`config.mk`:
```
export PLATFORM = sky130hd
export DESIGN_NAME = decrypt_seq_ctrl
export DESIGN_NICKNAME = d
export VERILOG_FILES = /design/src/rtl/decrypt_seq_ctrl.sv
export SDC_FILE = /design/constraint.sdc
export NUM_CORES = 1
export LEC_CHECK = 0
export BUFFER_PORTS_ARGS = -buffer_cell sky130_fd_sc_hd__buf_2
export CAP_MARGIN = 20
export CORE_ASPECT_RATIO = 1.25
export CORE_MARGIN = 5
export CORE_UTILIZATION = 56
export CTS_CLUSTER_SIZE = 40
export DETAILED_ROUTE_END_ITERATION = 12
export PLACE_DENSITY = 0.82
export SETUP_SLACK_MARGIN = 0.3
export SYNTH_ARGS = -nofsm -noshare
export SYNTH_HDL_FRONTEND = slang
export SYNTH_SLANG_ARGS = --single-unit
```
`constraint.sdc`:
```
create_clock -name clk -period 4.7 [get_ports clk]
set_clock_uncertainty 0.05 [all_clocks]
set_input_delay 0.235 -clock clk [delete_from_list [all_inputs] [get_ports clk]]
set_output_delay 0.235 -clock clk [all_outputs]
set_load 0.02 [all_outputs]
```
`src/rtl/decrypt_seq_ctrl.sv`:
```
// Sequencing controller for the LFSR message decrypter: seed recovery, tap search, payload write-out.
// Latency: done 142 cycles after start when tap 0 matches, plus 2 cycles per byte checked in each failed trial.
// Backpressure: none; memory is assumed single-cycle, and start is ignored while busy.
module decrypt_seq_ctrl #(
    parameter int MSG_LEN  = 64,
    parameter int OUT_BASE = 64,
    parameter int CHK_LEN  = 6
) (
    input  logic       clk,
    input  logic       rst_n,
    input  logic       start,
    input  logic [7:0] preamble,
    input  logic [7:0] pre_len,
    output logic [7:0] mem_raddr,
    input  logic [7:0] mem_rdata,
    output logic       mem_wr_en,
    output logic [7:0] mem_waddr,
    output logic [7:0] mem_wdata,
    output logic       busy,
    output logic       done,
    output logic       fail,
    output logic [2:0] tap_idx
);

    localparam logic [7:0] LAST_IDX = 8'(MSG_LEN - 1);
    localparam logic [7:0] CHK_LAST = 8'(CHK_LEN);
    localparam logic [7:0] OUT_B    = 8'(OUT_BASE);

    typedef enum logic [3:0] {
        S_IDLE,
        S_LOAD0,
        S_SEED,
        S_CHK_RD,
        S_CHK_CMP,
        S_DEC_RD,
        S_DEC_WR,
        S_DONE,
        S_FAIL
    } state_t;

    state_t     state, state_nxt;
    logic [7:0] pre_reg, pre_nxt;
    logic [7:0] plen_reg, plen_nxt;
    logic [7:0] idx, idx_nxt;
    logic [2:0] trial, trial_nxt;
    logic [4:0] lfsr, lfsr_nxt;
    logic [4:0] seed, seed_nxt;
    logic [7:0] raddr_nxt;
    logic       wr_en_nxt;
    logic [7:0] waddr_nxt;
    logic [7:0] wdata_nxt;
    logic       busy_nxt;
    logic       done_nxt;
    logic       fail_nxt;
    logic [2:0] tap_nxt;
    logic [7:0] plain;

    // The six legal feedback patterns, searched in index order so the lowest match wins.
    function automatic logic [4:0] tap_of(input logic [2:0] k);
        case (k)
            3'd0:    return 5'h1E;
            3'd1:    return 5'h1D;
            3'd2:    return 5'h1B;
            3'd3:    return 5'h17;
            3'd4:    return 5'h14;
            3'd5:    return 5'h12;
            default: return 5'h1E;
        endcase
    endfunction

    function automatic logic [4:0] lfsr_step(input logic [4:0] l, input logic [4:0] taps);
        return {l[3:0], ^(l & taps)};
    endfunction

    // Byte under the current keystream value; the keystream only touches the low five bits.
    assign plain = mem_rdata ^ {3'b000, lfsr};

    // State, datapath and registered outputs; reset clears everything to idle.
    always_ff @(posedge clk or negedge rst_n) begin
        if (!rst_n) begin
            state     <= S_IDLE;
            pre_reg   <= 8'd0;
            plen_reg  <= 8'd0;
            idx       <= 8'd0;
            trial     <= 3'd0;
            lfsr      <= 5'd0;
            seed      <= 5'd0;
            mem_raddr <= 8'd0;
            mem_wr_en <= 1'b0;
            mem_waddr <= 8'd0;
            mem_wdata <= 8'd0;
            busy      <= 1'b0;
            done      <= 1'b0;
            fail      <= 1'b0;
            tap_idx   <= 3'd0;
        end else begin
            state     <= state_nxt;
            pre_reg   <= pre_nxt;
            plen_reg  <= plen_nxt;
            idx       <= idx_nxt;
            trial     <= trial_nxt;
            lfsr      <= lfsr_nxt;
            seed      <= seed_nxt;
            mem_raddr <= raddr_nxt;
            mem_wr_en <= wr_en_nxt;
            mem_waddr <= waddr_nxt;
            mem_wdata <= wdata_nxt;
            busy      <= busy_nxt;
            done      <= done_nxt;
            fail      <= fail_nxt;
            tap_idx   <= tap_nxt;
        end
    end

    // Next-state and output decode. The read address is loaded on entry to each
    // read state so the data is back from memory in the state that consumes it.
    always_comb begin
        state_nxt = state;
        pre_nxt   = pre_reg;
        plen_nxt  = plen_reg;
        idx_nxt   = idx;
        trial_nxt = trial;
        lfsr_nxt  = lfsr;
        seed_nxt  = seed;
        raddr_nxt = mem_raddr;
        wr_en_nxt = 1'b0;
        waddr_nxt = mem_waddr;
        wdata_nxt = mem_wdata;
        busy_nxt  = busy;
        done_nxt  = done;
        fail_nxt  = fail;
        tap_nxt   = tap_idx;

        case (state)
            S_IDLE, S_DONE, S_FAIL: begin
                if (start) begin
                    state_nxt = S_LOAD0;
                    pre_nxt   = preamble;
                    // Clamping keeps every payload index inside the message.
                    if (pre_len < 8'd7) begin
                        plen_nxt = 8'd7;
                    end else if (pre_len > 8'd12) begin
                        plen_nxt = 8'd12;
                    end else begin
                        plen_nxt = pre_len;
                    end
                    raddr_nxt = 8'd0;
                    busy_nxt  = 1'b1;
                    done_nxt  = 1'b0;
                    fail_nxt  = 1'b0;
                    tap_nxt   = 3'd0;
                end
            end

            S_LOAD0: begin
                state_nxt = S_SEED;
            end

            S_SEED: begin
                // Byte 0 is the pad char XORed with the zero-extended seed, so its top bits must match.
                if (mem_rdata[7:5] != pre_reg[7:5]) begin
                    state_nxt = S_FAIL;
                    fail_nxt  = 1'b1;
                    busy_nxt  = 1'b0;
                    tap_nxt   = 3'd0;
                end else begin
                    seed_nxt  = mem_rdata[4:0] ^ pre_reg[4:0];
                    lfsr_nxt  = mem_rdata[4:0] ^ pre_reg[4:0];
                    trial_nxt = 3'd0;
                    idx_nxt   = 8'd1;
                    raddr_nxt = 8'd1;
                    state_nxt = S_CHK_RD;
                end
            end

            S_CHK_RD: begin
                lfsr_nxt  = lfsr_step(lfsr, tap_of(trial));
                state_nxt = S_CHK_CMP;
            end

            S_CHK_CMP: begin
                if (plain != pre_reg) begin
                    if (trial == 3'd5) begin
                        state_nxt = S_FAIL;
                        fail_nxt  = 1'b1;
                        busy_nxt  = 1'b0;
                        tap_nxt   = 3'd0;
                    end else begin
                        trial_nxt = trial + 3'd1;
                        lfsr_nxt  = seed;
                        idx_nxt   = 8'd1;
                        raddr_nxt = 8'd1;
                        state_nxt = S_CHK_RD;
                    end
                end else if (idx == CHK_LAST) begin
                    lfsr_nxt  = seed;
                    idx_nxt   = 8'd0;
                    raddr_nxt = 8'd0;
                    tap_nxt   = trial;
                    state_nxt = S_DEC_RD;
                end else begin
                    idx_nxt   = idx + 8'd1;
                    raddr_nxt = idx + 8'd1;
                    state_nxt = S_CHK_RD;
                end
            end

            S_DEC_RD: begin
                state_nxt = S_DEC_WR;
            end

            S_DEC_WR: begin
                // Pad bytes are consumed to keep the keystream aligned but never written.
                if (idx >= plen_reg) begin
                    wr_en_nxt = 1'b1;
                    waddr_nxt = OUT_B + idx - plen_reg;
                    wdata_nxt = plain;
                end
                lfsr_nxt = lfsr_step(lfsr, tap_of(tap_idx));
                if (idx == LAST_IDX) begin
                    state_nxt = S_DONE;
                    done_nxt  = 1'b1;
                    busy_nxt  = 1'b0;
                end else begin
                    idx_nxt   = idx + 8'd1;
                    raddr_nxt = idx + 8'd1;
                    state_nxt = S_DEC_RD;
                end
            end

            default: begin
                state_nxt = S_IDLE;
            end
        endcase
    end

endmodule

```
==> results of run 1 <==
timing repair:
| action | in CTS | in global routing |
|---|---|---|
| hold buffers | 1 | 0 |
| gates resized for setup | 0 | 0 |
| buffers inserted | 0 | 0 |
| endpoints found under the hold margin | 29 | 0 |
final timing paths:
check,start,end,cells after the start
min in group asynchronous,rst_n,tap_idx[0],2
max in group asynchronous,rst_n,idx[2],3
min,preamble[6],pre_reg[6],2
max reg2reg,idx[0],mem_wdata[4],10
min reg2reg,mem_raddr[7],mem_raddr[7],1
max,idx[0],mem_wdata[4],10
cells in the final DEF (no fill, tap or decap), drive strengths merged, types with 15 or more instances in the layout:
cell	Yosys	final
dfrtp	72	72
xnor2	18	18
buf	3	59
nand2	26	26
ha	24	24
o21ai	35	35
a21oi	19	19
mux2	26	26
nor2	25	25
nand3	15	15
inv	35	36
cell families after synthesis:
group	count (synthesis)	synth area share, %
buffers and inverters	52	4.80
AND/OR/NAND/NOR	110	13.2
multiplexers	33	8.24
XOR/XNOR	36	9.03
flip-flops	72	40.9
adder cells (fa/ha/maj)	28	8.64
AO/OA/AOI/OAI	103	15.1
worst max-delay path: stages (launching register included):
cell	delay (ns)
dfrtp_1	0.43
inv_1	0.13
ha_1	0.23
fa_1	0.37
a21boi_0	0.13
o21ai_0	0.15
nand3_1	0.09
a21oi_1	0.16
o21ai_0	0.11
a21oi_2	0.77
mux2_2	0.42
layer usage:
layer / up-vias / GRT usage [%] / part of all wire [%]
li1: 1618 / - / -
met1: 1634 / 26.9 / 43
met2: 76 / 34.9 / 52
met3: 16 / 3.93 / 3.5
met4: 0 / 6.70 / 1.6
met5: - / 0 / 0
power breakdown:
part           leakage (nW)  internal (mW)  switching [mW]  total (mW)
clock                0.0809          0.207           0.252       0.459
sequential            0.949          0.733           0.168       0.901
combinational          1.37          0.412           0.406       0.818
final cells by class:
| cell class | count | area, um2 |
|---|---|---|
| clock buffers | 10 | 138 |
| clock inverters | 6 | 43.8 |
| fillers | 608 | 2810 |
| inverters | 35 | 131 |
| multi-input cells | 310 | 2390 |
| flip-flops and latches | 72 | 1800 |
| well taps | 95 | 119 |
| repair buffers | 60 | 310 |
==> results.tsv, run 1 <==
stage	metric	value	unit
clock_network	clockBufferDepth	2	
sta	setup_tns	0	ns
pwr	p_total	2.18	mW
finish	nets	543	
yosys	synth_cell_types	56	
clock_network	clkLatencyLatePin	0.35	ns
yosys	yosysTopAreaCell	dfrtp_1	
grt	grt_max_degree	44	
floorplanning	core	7750	um2
run_status	outcome	finished, final reports clean	
finish	stdcell_count	588	
clock_network	numCtsBuffers	9	
floorplanning	core.rowCount	36	
routing	ant_nets	0	
floorplanning	die_x	89.3	um
sta	finalCritPeriodShare	67.1	%
grt	grt_pass1_vias	3377	
yosys	netlist_area	4400	um2
finish	drive_above_1_share	22.7	%
sta	period_needed	3.16	ns
clock_network	cts-root-buf	clkbuf_8	
floorplanning	io_pins	58	
sta	rsz0062_at_grt	no	
yosys	ys_seq_area_share	40.9	%
routing	route.detailed.drc	0	
grt	antenna_found_initial	0	
yosys	yosysWarnings	0	
clock_network	cts_tree	yes	
sta	hold_viol	0	
yosys	synthTopCellsByArea	dfrtp_1, ha_1, mux2_2, o21ai_0, xnor2_1	
yosys	synth_ff_type	dfrtp_1	
critical_path	crit_fanout	17	
finish	area_delta_synth_final	12.1	%
flow_run	maxCapViolCount	0	
yosys	synthArstFlopShare	100	%
critical_path	worst_setup_path_start_kind	flip-flop	
clock_network	clock-sinks	72	
yosys	ys_top_cells_by_count	dfrtp_1, inv_1, o21ai_0	
critical_path	end_kind	flip-flop	
critical_path	required	4.90	ns
routing	first_pass_iters	4	
floorplanning	start_util	56.8	%
grt	grtUsageTotal	20.8	%
yosys	synth_nets	489	
routing	vias	3344	
placement	place_ws	1.56	ns
routing	drt_wl_total	9470	um
routing	viasPerCell	5.69	
floorplanning	fp.dieH	109	um
grt	overflow	0	
sta	layout_setup_ws	1.54	ns
placement	port_buffers	57	
routing	wl_per_cell	16.1	um
yosys	post_synth.cell_area_avg	10.1	um2
clock_network	htree_levels	3	
worst_hold_path	hp-class	in2reg	
sta	setup_violations	0	
sta	fmax	0.317	GHz
pwr	p_leak	2.40	nW
finish	final_util	63.7	%
routing	drtIter0Drc	233	
yosys	ys_ff_latch	72	
critical_path	crit_type	reg2reg	
grt	grt_pass1_wl	15800	um
pwr	p_per_area	441	nW/um2
sta	relSlewSlack	32.8	%
floorplanning	dieArea	9750	um2
critical_path	rrSetupSlack	1.54	ns
placement	post-dp-hpwl	6860	um
sta	hold_slack	0.0585	ns
yosys	synth_edf_count	0	
yosys	yosysMostFrequentCell	dfrtp_1	
clock_network	path_clk_slew	0.08	ns
placement	place_area	4750	um2
finish	antenna_cells	0	
critical_path	worstPathArrival	3.35	ns
sta	worstMarginPinSlew	1.01	ns
pwr	peakVddDrop	0.000245	V
yosys	syn_inst	434	
yosys	synth_top_area_share	40.9	%
placement	place_congestion	0.847	
placement	dp.cells	571	
sta	drv_slew	0	
finish	fin_area	4940	um2
Note: power is estimated with default switching activity, not from simulation.
==> inputs of run 2 (changes only) <==
==> constraint.sdc (replaced) <==
create_clock -name clk -period 3 [get_ports clk]
set_clock_uncertainty 0.05 [all_clocks]
set_input_delay 0.15 -clock clk [delete_from_list [all_inputs] [get_ports clk]]
set_output_delay 0.15 -clock clk [all_outputs]
set_load 0.02 [all_outputs]
==> results.tsv, run 2 (same netlist as run 1, synthesis figures left out) <==
stage	metric	value	unit	change
run_status	outcome	finished, final reports clean		
pwr	power_frac_seq	36.9	%	-4.5 points
worst_hold_path	hp-start	mem_rdata[6]		
routing	ant_nets	0		unchanged
grt	overflow	0		unchanged
pwr	comb_power_share	40.7	%	+3.1 points
critical_path	worst-path-buf-inv	2		+1
placement	place_ws	0.114	ns	-1.44 ns
finish	final_util	68.2	%	+4.5 points
finish	area_delta_synth_final	20.1	%	
floorplanning	io_pins	58		unchanged
clock_network	htree_levels	3		unchanged
finish	nets	570		+5.0%
sta	layout_setup_ws	0.388	ns	-1.16 ns
finish	antenna_cells	0		unchanged
pwr	clkPwrFrac	22.5	%	+1.4 points
sta	period_needed	2.61	ns	-0.543 ns
floorplanning	die_x	89.3	um	unchanged
finish	fillers	565		-7.1%
floorplanning	fp.dieH	109	um	unchanged
pwr	p_per_area	689	nW/um2	+56%
finish	final_common_cell	dfrtp_1		
critical_path	required	3.20	ns	-1.70 ns
placement	place_congestion	0.851		+0.51%
sta	worstMarginPinSlew	0.911	ns	-0.0968 ns
sta	drv_slew	0		unchanged
pwr	p_sw	1.35	mW	+64%
floorplanning	core	7750	um2	unchanged
grt	antenna_found_initial	0		unchanged
critical_path	crit-reg2reg-launch	idx[0]		
clock_network	path_clk_slew	0.09	ns	about the same
floorplanning	start_util	56.8	%	unchanged
critical_path	path_cells	inv_2 -> ha_2 -> fa_1 -> a21boi_0 -> o21ai_0 -> nand3_1 -> a21oi_1 -> o21ai_0 -> a21oi_2 -> buf_12 -> mux2_2		
clock_network	clkLatencyLatePin	0.36	ns	about the same
pwr	swShare	37.1	%	-0.85 points
routing	first_pass_iters	5		+1
sta	setup_tns	0	ns	unchanged
critical_path	worstPathArrival	2.81	ns	-0.54 ns
sta	hold_slack	0.0106	ns	-0.0479 ns
sta	setup_violations	0		unchanged
sta	finalCritPeriodShare	87.1	%	+20 points
critical_path	crit_fanout	17		unchanged
critical_path	crit_start	idx[0]		
critical_path	cp_slowest_stage_delay	0.40	ns	-0.37 ns
critical_path	cp_common_cell	o21ai_0		
placement	post-dp-hpwl	6970	um	+1.6%
pwr	p_leak	2.55	nW	+6.3%
finish	layout_common_cells	dfrtp_1, buf_2, inv_1, o21ai_0		
critical_path	crit_type	reg2reg		
clock_network	cts_tree	yes		
flow_run	maxCapViolCount	0		unchanged
sta	rsz0062_at_grt	no		
grt	grtUsageTotal	21.6	%	+0.83 points
placement	port_buffers	57		unchanged
floorplanning	core.rowCount	36		unchanged
sta	relSlewSlack	39.3	%	+6.5 points
floorplanning	dieArea	9750	um2	unchanged
clock_network	clock-sinks	72		unchanged
critical_path	end_kind	flip-flop		
critical_path	worst_setup_path_start_kind	flip-flop		
grt	grt_max_degree	73		+66%
routing	viasPerCell	5.71		+0.47%
routing	vias	3514		+5.1%
pwr	peakVddDrop	0.000432	V	+76%
critical_path	cp_top_family	compound AO/OA/AOI/OAI gates		
clock_network	cts-root-buf	clkbuf_8		
clock_network	clockBufferDepth	2		unchanged
routing	wl_per_cell	16.1	um	+0.18%
routing	drt_wl_total	9920	um	+4.8%
pwr	p_int	2.29	mW	+70%
finish	drive_above_1_share	27.9	%	+5.2 points
routing	route.detailed.drc	0		unchanged
sta	hold_viol	0		unchanged
pwr	p_total	3.64	mW	+67%
grt	grt_pass1_wl	16500	um	+4.2%
critical_path	critPathSlowestCell	dfrtp_2		
grt	grt_pass1_vias	3612		+7.0%
routing	drtIter0Drc	216		-7.3%
worst_hold_path	hp-class	in2reg		
sta	fmax	0.383	GHz	+21%
clock_network	numCtsBuffers	9		unchanged
-- run 2: through the flow --
step	instance area (um2)	std cells
final	5290	615
after global routing	5290	615
after CTS	5200	610
after detailed placement	4820	579
after global placement	4820	579
after floorplan	4410	434
-- run 2: what timing repair did --
| action | 4_1_cts | 5_1_grt |
|---|---|---|
| setup buffers | 4 | 5 |
| pin swaps | 1 | 3 |
| hold buffers | 11 | 0 |
| endpoints found under the setup margin | 15 | 23 |
| cloned | 0 | 0 |
| gates resized for setup | 8 | 14 |
| hold endpoints to repair | 43 | 0 |
-- run 2: final cells by class --
type / instances / area [um2] / share of cell area, %
clock buffers: 10 / 138 / 2.60
clock inverters: 6 / 75.1 / 1.42
inverters: 35 / 131 / 2.48
multi-input cells: 310 / 2470 / 46.7
flip-flops and latches: 72 / 1810 / 34.1
well taps: 95 / 119 / 2.25
repair buffers: 87 / 551 / 10.4
-- run 2: power groups by stage --
stage | clock, mW | sequential [mW] | combinational (mW)
CTS | 0.835 | 1.34 | 1.45
finish | 0.818 | 1.34 | 1.48
global route | 0.889 | 1.37 | 1.62
floorplan | 0 | 1.30 | 1.11
detailed placement | 0 | 1.36 | 1.39
global placement | 0 | 1.35 | 1.33
-- run 2: worst paths after layout --
path	endpoint	slack (ns)	cells after the start
worst max register to register	mem_wdata[7]	0.39	11
worst min register to register	mem_raddr[1]	0.44	1
min in group asynchronous	mem_wr_en	0.48	3
max in group asynchronous	idx[1]	1.75	3
worst min-delay path	mem_wdata[6]	0.01	2
worst max-delay path	mem_wdata[7]	0.39	11
-- run 2: metal layers --
metal  up-vias  GRT usage, %  share of wire [%]
met5         -             0                  0
met2        75          37.7                 54
met1      1741          26.3                 40
met3        19          3.10                3.7
met4         0          9.26                2.2
li1       1679             -                  -
==> inputs of run 3 (changes only) <==
--- a/config.mk
+++ b/config.mk
@@ -12,7 +12,7 @@
 export CORE_UTILIZATION = 56
 export CTS_CLUSTER_SIZE = 40
 export DETAILED_ROUTE_END_ITERATION = 12
-export PLACE_DENSITY = 0.82
+export PLACE_DENSITY = 0.84
 export SETUP_SLACK_MARGIN = 0.3
 export SYNTH_ARGS = -nofsm -noshare
 export SYNTH_HDL_FRONTEND = slang
==> results.tsv, run 3 (same netlist as run 1, synthesis figures left out) <==
stage	metric	value	unit	change
flow_run	maxCapViolCount	0		unchanged
routing	viasPerCell	5.83		+2.0%
grt	overflow	0		unchanged
grt	grtUsageTotal	22.6	%	+0.99 points
worst_hold_path	hp-class	in2reg		
routing	drt_wl_total	10200	um	+2.4%
finish	nets	567		-0.53%
routing	ant_nets	0		unchanged
finish	drive_above_1_share	27.1	%	-0.81 points
grt	antenna_found_initial	0		unchanged
clock_network	cts_tree	yes		
sta	hold_viol	0		unchanged
sta	drv_slew	0		unchanged
routing	vias	3568		+1.5%
grt	grt_pass1_wl	17200	um	+4.5%
critical_path	worst_setup_path_start_kind	flip-flop		
clock_network	numCtsBuffers	9		unchanged
routing	wl_per_cell	16.6	um	+2.9%
floorplanning	dieArea	9750	um2	unchanged
sta	setup_violations	0		unchanged
pwr	p_total	3.69	mW	+1.2%
sta	rsz0062_at_grt	yes		
floorplanning	start_util	56.8	%	unchanged
floorplanning	fp.dieH	109	um	unchanged
floorplanning	core.rowCount	36		unchanged
critical_path	end_kind	flip-flop		
routing	route.detailed.drc	0		unchanged
sta	layout_setup_ws	0.272	ns	-0.115 ns
grt	grt_pass1_vias	3700		+2.4%
sta	fmax	0.367	GHz	-4.2%
finish	final_common_cell	dfrtp_1		
run_status	outcome	finished, final reports clean		
placement	post-dp-hpwl	7070	um	+1.4%
placement	port_buffers	57		unchanged
sta	setup_tns	0	ns	unchanged
critical_path	required	3.16	ns	-0.04 ns
clock_network	path_clk_slew	0.08	ns	about the same
placement	dp.cells	580		+0.17%
sta	period_needed	2.73	ns	+0.115 ns
sta	worstMarginPinSlew	0.748	ns	-0.163 ns
floorplanning	core	7750	um2	unchanged
finish	layout_common_cells	dfrtp_1, buf_2, inv_1		
clock_network	htree_levels	3		unchanged
routing	drtIter0Drc	327		+51%
routing	first_pass_iters	4		-1
clock_network	cts-root-buf	clkbuf_8		
floorplanning	die_x	89.3	um	unchanged
pwr	peakVddDrop	0.000503	V	+17%
finish	stdcell_count	612		-0.49%
critical_path	crit_fanout	4		-13
clock_network	clock-sinks	72		unchanged
pwr	p_leak	2.54	nW	-0.48%
critical_path	worstPathArrival	2.89	ns	+0.08 ns
placement	place_ws	0.154	ns	+0.0404 ns
floorplanning	io_pins	58		unchanged
sta	relSlewSlack	49.9	%	+11 points
clock_network	clkLatencyLatePin	0.36	ns	about the same
sta	finalCritPeriodShare	90.9	%	+3.8 points
pwr	p_per_area	704	nW/um2	+2.2%
finish	antenna_cells	0		unchanged
placement	place_congestion	0.837		-1.7%
grt	grt_max_degree	42		-42%
critical_path	crit_type	reg2reg		
clock_network	clockBufferDepth	2		unchanged
finish	area_delta_synth_final	18.9	%	
run 3: critical path, stage by stage, from the launching register on:
cell and delay (ns):
dfrtp_1 0.40, buf_4 0.14, inv_1 0.07, ha_2 0.21, or4b_2 0.66, o311ai_0 0.13
xnor3_1 0.46, a2bb2oi_2 0.15, a211oi_2 0.23, o31ai_1 0.09
run 3: final timing paths:
kind / start / to / slack, ns / cells after the start
min in group asynchronous: rst_n / mem_wdata[3] / 0.30 / 3
hold / removal: pre_len[3] / plen_reg[3] / 0.05 / 3
setup / recovery: trial[0] / lfsr[0] / 0.27 / 9
max in group asynchronous: rst_n / idx[0] / 2.14 / 3
hold reg to reg: mem_raddr[7] / mem_raddr[7] / 0.44 / 1
setup reg to reg: trial[0] / lfsr[0] / 0.27 / 9
run 3: through the flow:
stage          utilization (%)  cell area [um2]  hold WS, ns
3_5_place_dp              62.1             4810        0.168
6_report                  67.6             5240       0.0541
5_1_grt                   67.6             5240       0.0912
2_1_floorplan                -             4410       -0.196
4_1_cts                   67.0             5190       0.0360
3_3_place_gp              62.1             4810        0.157
run 3: final cells by class:
class	count	area (um2)
Fill cell	564	2510
Multi-Input combinational cell	310	2430
Sequential cell	72	1810
Timing Repair Buffer	84	526
Inverter	35	131
Clock buffer	9	124
Tap cell	95	119
Clock inverter	7	103
run 3: where the power goes:
group          internal [mW]  switching [mW]  total (mW)  leakage [nW]
Combinational          0.696           0.754        1.45          1.47
Clock                  0.480           0.407       0.887         0.116
Sequential              1.15           0.202        1.35         0.946
run 3: routing by layer:
metal,part of all wire [%],up-vias,global-route usage (%)
met5,0,-,0
li1,-,1677,-
met1,40,1761,27.8
met2,53,105,39.1
met3,4.6,25,4.76
met4,2.5,0,7.34
run 3: what timing repair did:
action                                  4_1_cts  5_1_grt
endpoints found under the setup margin       15       25
gates resized for setup                       7       12
buffers inserted                              3        1
endpoints found under the hold margin        83        0
pin swaps                                     2        2
hold buffers                                 12        0
